$ cat src/rtl/saturating_up_down_counter.sv
`default_nettype none
// +----------------------------------------------------------------------------+
// | Module   : saturating_up_down_counter                                      |
// | Purpose  : Up/down counter over 0..WIDTH-1 that saturates at both ends.     |
// |            Building block for confidence counters, credit/occupancy         |
// |            trackers and hysteresis filters.                                 |
// | Options  : SATURATING_COUNTER_FLAGS_EN adds the is_min / is_max decodes.    |
// | Revision : 1.0 - initial release                                            |
// +----------------------------------------------------------------------------+
module saturating_up_down_counter #(
  parameter int WIDTH = 4,
  parameter int RESET = 0
) (
  input  logic                         clock,
  input  logic                         resetn,
  input  logic                         increment,
  input  logic                         decrement,
  output logic [$clog2(WIDTH)-1:0]     count
`ifdef SATURATING_COUNTER_FLAGS_EN
  ,
  output logic                         is_min,
  output logic                         is_max
`endif
);

  localparam int WIDTH_LOG2 = $clog2(WIDTH);

  // Bounds are expressed against WIDTH-1 rather than all-ones so that
  // non-power-of-two ranges never reach the unused upper encodings.
  localparam logic [WIDTH_LOG2-1:0] C_MIN   = '0;
  localparam logic [WIDTH_LOG2-1:0] C_MAX   = WIDTH_LOG2'(WIDTH - 1);
  localparam logic [WIDTH_LOG2-1:0] C_ONE   = WIDTH_LOG2'(1);
  localparam logic [WIDTH_LOG2-1:0] C_RESET = WIDTH_LOG2'(RESET);

  logic [WIDTH_LOG2-1:0] r_count;
  logic [WIDTH_LOG2-1:0] w_count_next;
  logic                  w_at_min;
  logic                  w_at_max;
  logic                  w_step_up;
  logic                  w_step_down;

  assign w_at_min = (r_count == C_MIN);
  assign w_at_max = (r_count == C_MAX);

  // Opposing requests cancel; a request pushing past a bound is dropped.
  assign w_step_up   = increment & ~decrement & ~w_at_max;
  assign w_step_down = decrement & ~increment & ~w_at_min;

  // Next-count selection; the guards above make the arithmetic overflow-free.
  always_comb begin
    w_count_next = r_count;
    if (w_step_up) begin
      w_count_next = r_count + C_ONE;
    end else if (w_step_down) begin
      w_count_next = r_count - C_ONE;
    end
  end

  // Count register with immediate (asynchronous) return to the reset value.
  always_ff @(posedge clock or negedge resetn) begin
    if (!resetn) begin
      r_count <= C_RESET;
    end else begin
      r_count <= w_count_next;
    end
  end

  assign count = r_count;

`ifdef SATURATING_COUNTER_FLAGS_EN
  // Bound flags decode the registered count directly, so they add no latency.
  assign is_min = w_at_min;
  assign is_max = w_at_max;
`endif

endmodule
`default_nettype wire

$ cat config.mk
export PLATFORM = sky130hd
export DESIGN_NAME = saturating_up_down_counter
export DESIGN_NICKNAME = d
export VERILOG_FILES = /design/src/rtl/saturating_up_down_counter.sv
export SDC_FILE = /design/constraint.sdc
export NUM_CORES = 1
export LEC_CHECK = 0
export CAP_MARGIN = 15
export CELL_PAD_IN_SITES_DETAIL_PLACEMENT = 0
export CELL_PAD_IN_SITES_GLOBAL_PLACEMENT = 2
export CORE_AREA = 2 2 39 41
export DETAILED_ROUTE_END_ITERATION = 10
export DIE_AREA = 0 0 41 43
export PLACE_DENSITY_LB_ADDON = 0.2
export SLEW_MARGIN = 10
export SYNTH_ARGS = -nofsm -noshare
export SYNTH_HDL_FRONTEND = slang
export SYNTH_SLANG_ARGS = --single-unit
$ cat constraint.sdc
create_clock -name clock -period 0.9 [get_ports clock]
set_input_delay 0.18 -clock clock [delete_from_list [all_inputs] [get_ports clock]]
set_output_delay 0.18 -clock clock [all_outputs]
set_load 0.01 [all_outputs]
# After elaboration in Yosys (flattened, before gate mapping)
# Cells that the tools add are included.
[word_totals]
ff_bits = 2
inputBits = 4
output_inout_bits = 2
wordCells = 16
[op_classes]
add_sub_neg = 2
eq_ne = 1
muxes = 2
bitwise_logic = 8
n_reduce_logical = 2
[op_table]
columns = ["cell", "count"]
rows = [
  ["AND 1 bit", 4],
  ["two-way mux 2 bit", 2],
  ["NOT 1 bit", 4],
  ["adder 2 x 1 -> 2 bit (second input constant)", 1],
  ["== test 2 bit (second input constant)", 1],
  ["zero test 2 bit", 1],
  ["nonzero test 2 bit", 1],
  ["subtractor 2 x 1 -> 2 bit (second input constant)", 1],
]

# Logic depth before layout (Yosys ltp)
[logic_depth]
depth_word = 5
mapped_depth = 3
depth_no_buf = 3

# Worst setup path before layout
# OpenSTA, ideal clock, no wires.
[synth_path]
kind = "register to register"
from = "register r_count[1], in the netlist count[1]"
to = "register r_count[0], in the netlist count[0]"
arrival_ns = 0.768
t_required_ns = 0.773
setup_slack_ns = 0.005
path_stages_with_launch = 4
path_buffers = 0
period_less_slack_ns = 0.895
path_cell_list = "dfrtp_1 and3b_1 nor3_2 a21oi_2"
[synth_via]
elab_chain_cells = 4
word_cells_on_any_way = 8
[synth_rtl]
columns = ["item", "line", "source"]
rows = [
  ["start: declaration", "35", "logic [WIDTH_LOG2-1:0] r_count;"],
  ["start signal: assignment", "64", "r_count <= w_count_next;"],
  ["== test 2 bit / zero test 2 bit (equally long branches)", "43, 42", ""],
  ["NOT 1 bit (on tied branches)", "46, 47", ""],
  ["AND 1 bit (on tied branches)", "46, 47", ""],
  ["two-way mux 2 bit / nonzero test 2 bit (equally long branches)", "n/a", ""],
]
# Parallel ways exist; a longest one is shown, timed or not.
# A chain may end at the register's enable or synchronous reset.

# Worst setup path after layout
# Same ends and word-level chain as after synthesis.

==> run_summary.xml <==
<?xml version="1.0" encoding="UTF-8"?>
<metrics>
  <group name="grt">
    <metric name="grt_pass1_vias" unit="">155</metric>
    <metric name="grt_max_degree" unit="">5</metric>
    <metric name="grt_use_total" unit="%">5.62</metric>
    <metric name="grt_antenna_before_repair" unit="">0</metric>
    <metric name="grt_pass1_wl" unit="µm">593</metric>
    <metric name="globalRouteOverflowTotal" unit="">0</metric>
  </group>
  <group name="synthesis">
    <metric name="synth_top_cells_by_count" unit="">sky130_fd_sc_hd__dfrtp_1, sky130_fd_sc_hd__nand2b_1, sky130_fd_sc_hd__nor2_1</metric>
    <metric name="synthArstFlopShare" unit="%">100</metric>
    <metric name="ys_seq_area_share" unit="%">43.0</metric>
    <metric name="cell_accounting_for_the_most_synthesized_area" unit="">sky130_fd_sc_hd__dfrtp_1</metric>
    <metric name="ys_seq_elements" unit="">2</metric>
    <metric name="synth.top_cells.by_area" unit="">sky130_fd_sc_hd__dfrtp_1, sky130_fd_sc_hd__nand2b_1, sky130_fd_sc_hd__nor3_2, sky130_fd_sc_hd__a21oi_2, sky130_fd_sc_hd__and3b_1</metric>
    <metric name="yosysTopAreaCellShare" unit="%">43.0</metric>
    <metric name="post_synth_num_cell_types" unit="">9</metric>
    <metric name="syn-mean-instance-area" unit="µm²">9.70</metric>
    <metric name="postSynthNetCount" unit="">16</metric>
    <metric name="synth_warnings" unit="">0</metric>
    <metric name="yosys_most_used_dff" unit="">sky130_fd_sc_hd__dfrtp_1</metric>
    <metric name="netlist_area" unit="µm²">116</metric>
    <metric name="netlist_instances" unit="">12</metric>
    <metric name="synth_edf_count" unit="">0</metric>
  </group>
  <group name="layout">
    <metric name="area_growth" unit="%">96.8</metric>
    <metric name="seqCellArea" unit="µm²">50.0</metric>
    <metric name="antennaDiodeCount" unit="">0</metric>
    <metric name="layout.core_utilization" unit="%">16.5</metric>
    <metric name="filler_cell_count" unit="">159</metric>
    <metric name="largest_register_ff_count" unit="">2</metric>
    <metric name="post_route_cells_drive_above_1_share" unit="%">52.2</metric>
    <metric name="design_area" unit="µm²">229</metric>
    <metric name="finish.net_count" unit="">29</metric>
    <metric name="area_occupied_by_multi_input_gates" unit="µm²">70.1</metric>
  </group>
  <group name="power">
    <metric name="p_sw_share" unit="%">33.7</metric>
    <metric name="flop_pwr_share" unit="%">23.5</metric>
    <metric name="power.static_leakage" unit="nW">0.0994</metric>
    <metric name="part_of_the_power_in_the_clock_network" unit="%">30.4</metric>
    <metric name="intPower" unit="mW">0.465</metric>
    <metric name="power.ir.vdd_worst" unit="mV">0.869</metric>
    <metric name="power_density" unit="mW/mm²">3060</metric>
    <metric name="power.net_switching" unit="mW">0.236</metric>
    <metric name="share_comb_of_total_power" unit="%">46.1</metric>
  </group>
  <group name="cts">
    <metric name="cts-root-to-sink-buffers" unit="">2</metric>
    <metric name="h-tree-depth" unit="">1</metric>
    <metric name="cts_tree" unit="">done</metric>
    <metric name="clk-insertion-delay-late" unit="ps">230</metric>
    <metric name="tritoncts_buffers" unit="">3</metric>
    <metric name="cts.root.buffer_cell" unit="">sky130_fd_sc_hd__clkbuf_4</metric>
    <metric name="clock_sink_count" unit="">2</metric>
    <metric name="clkSlewWorstSetupHoldPaths" unit="ps">30</metric>
  </group>
  <group name="die">
    <metric name="chipHeight" unit="µm">43</metric>
    <metric name="floorplan.initialDensity" unit="%">8.41</metric>
    <metric name="ios" unit="">6</metric>
    <metric name="fp-row-count" unit="">14</metric>
    <metric name="floorplan.core_area" unit="mm²">0.00138</metric>
    <metric name="dieArea" unit="mm²">0.00176</metric>
    <metric name="die_width" unit="µm">41</metric>
  </group>
  <group name="timing">
    <metric name="grt_setup_unrepaired" unit="">yes</metric>
    <metric name="finClkSkew" unit="ps">2.19</metric>
    <metric name="period_share" unit="%">107</metric>
    <metric name="fin_tns_setup" unit="ps">-149</metric>
    <metric name="post-route-worst-setup-slack" unit="ps">-66.4</metric>
    <metric name="achievable_freq" unit="MHz">1030</metric>
    <metric name="hold_viol_final" unit="">0</metric>
    <metric name="slew_viol_final" unit="">0</metric>
    <metric name="relative_slew_slack" unit="%">88.7</metric>
    <metric name="max_slew.worst_pin.slew" unit="ps">168</metric>
    <metric name="setup-violations-final" unit="">4</metric>
    <metric name="finalWorstPathRequiredPeriod" unit="ps">966</metric>
  </group>
  <group name="job">
    <metric name="reported_max_cap_violation_count" unit="">0</metric>
  </group>
  <group name="drt">
    <metric name="detailedRoute.firstPassIterationCount" unit="">4</metric>
    <metric name="route.detailed.wl_per_inst" unit="µm">9.36</metric>
    <metric name="drtAntennaViolNets" unit="">0</metric>
    <metric name="detail_route.vias_per_cell" unit="">3.38</metric>
    <metric name="drtIter0Drc" unit="">1</metric>
    <metric name="routed_wl" unit="µm">365</metric>
    <metric name="detail_route.drc_violations" unit="">0</metric>
    <metric name="routed-via-count" unit="">132</metric>
  </group>
  <group name="outcome">
    <metric name="result_of_the_run" unit="">complete, but fails checks</metric>
    <metric name="violated_checks" unit="">setup timing</metric>
  </group>
  <group name="worst_hold_path">
    <metric name="hp-class" unit="">in -&gt; async</metric>
  </group>
  <group name="critical_path">
    <metric name="critical_path_peak_fanout" unit="">3</metric>
    <metric name="critical_path_arrival" unit="ps">1080</metric>
    <metric name="cp_data_required_time" unit="ps">1020</metric>
    <metric name="cp-start-kind" unit="">flop</metric>
    <metric name="crit_type" unit="">reg -&gt; reg</metric>
    <metric name="critical_path.endpoint_type" unit="">flop</metric>
  </group>
  <group name="placed_design">
    <metric name="dpl_cell_area" unit="µm²">194</metric>
    <metric name="finalWeightedCongestion" unit="">0.568</metric>
    <metric name="buffer_ports.inserted" unit="">5</metric>
    <metric name="hpwlAfterDp" unit="µm">217</metric>
  </group>
</metrics>
==> cells by family after synthesis <==
logic type,Yosys count,synth area share (%)
and+or+nand+nor,7,40.9
DFF,2,43.0
AOI/OAI and AO/OA,3,16.1
==> metal layers <==
metal	GRT usage, %	wire (µm)
met1	6.11	170
met2	6.88	145
met3	3.14	49
met4	6.00	0
met5	0	0
==> metrics by stage <==
step / total power [mW] / worst slack, ps / hold slack [ps] / std cells
2_1_floorplan: 0.283 / 5.20 / -116 / 12
3_3_place_gp: 0.445 / -280 / 359 / 34
3_5_place_dp: 0.440 / -276 / 353 / 34
4_1_cts: 0.717 / -70.6 / 106 / 39
5_1_grt: 0.753 / -121 / 114 / 39
6_report: 0.701 / -66.4 / 113 / 39
==> placed cells by master (no fill, tap or decap) <==
cell type,n
sky130_fd_sc_hd__o21ai_1,1
sky130_fd_sc_hd__a21oi_2,2
sky130_fd_sc_hd__nor2_1,2
sky130_fd_sc_hd__buf_2,2
sky130_fd_sc_hd__clkdlybuf4s50_1,3
sky130_fd_sc_hd__nor3_2,1
sky130_fd_sc_hd__buf_4,2
sky130_fd_sc_hd__buf_6,1
sky130_fd_sc_hd__nand2b_1,2
sky130_fd_sc_hd__clkbuf_4,3
sky130_fd_sc_hd__dfrtp_1,2
sky130_fd_sc_hd__nor2b_2,1
sky130_fd_sc_hd__and3b_1,1
==> worst paths after layout <==
kind / start / to / slack, ps / depth (start not counted)
min in group clock: count[0] / count[0] / 570 / 2
min: resetn / count[0] / 110 / 1
max reg2reg: count[1] / count[0] / -70 / 4
min reg2reg: count[0] / count[0] / 570 / 2
max: count[1] / count[0] / -70 / 4
max in group asynchronous: resetn / count[1] / 660 / 1
==> final cells by class <==
class                   instances  area share [%]
flip-flops and latches          2            21.9
well taps                      16            8.74
multi-input cells              10            30.6
clock buffers                   3            9.84
repair buffers                  8            29.0
==> critical path, stage by stage (launching register included) <==
cell and delay [ps]:
sky130_fd_sc_hd__dfrtp_1 390, sky130_fd_sc_hd__buf_6 130, sky130_fd_sc_hd__and3b_1 170, sky130_fd_sc_hd__nor3_2 120, sky130_fd_sc_hd__a21oi_2 40
==> repair_timing <==
| action | 4_1_cts | 5_1_grt |
|---|---|---|
| gates resized for setup | 10 | 0 |
| hold buffers | 0 | 0 |
| pin swaps | 0 | 0 |
| endpoints found under the setup margin | 4 | 4 |
| setup buffers | 2 | 0 |
==> power by group through the flow <==
stage          clock (mW)  combinational [mW]  sequential [mW]
2_1_floorplan           0              0.0793            0.203
3_3_place_gp            0               0.272            0.173
3_5_place_dp            0               0.266            0.174
5_1_grt             0.225               0.361            0.167
6_report            0.213               0.323            0.165
4_1_cts             0.226               0.329            0.163
Note: power is estimated with default switching activity, not from simulation.
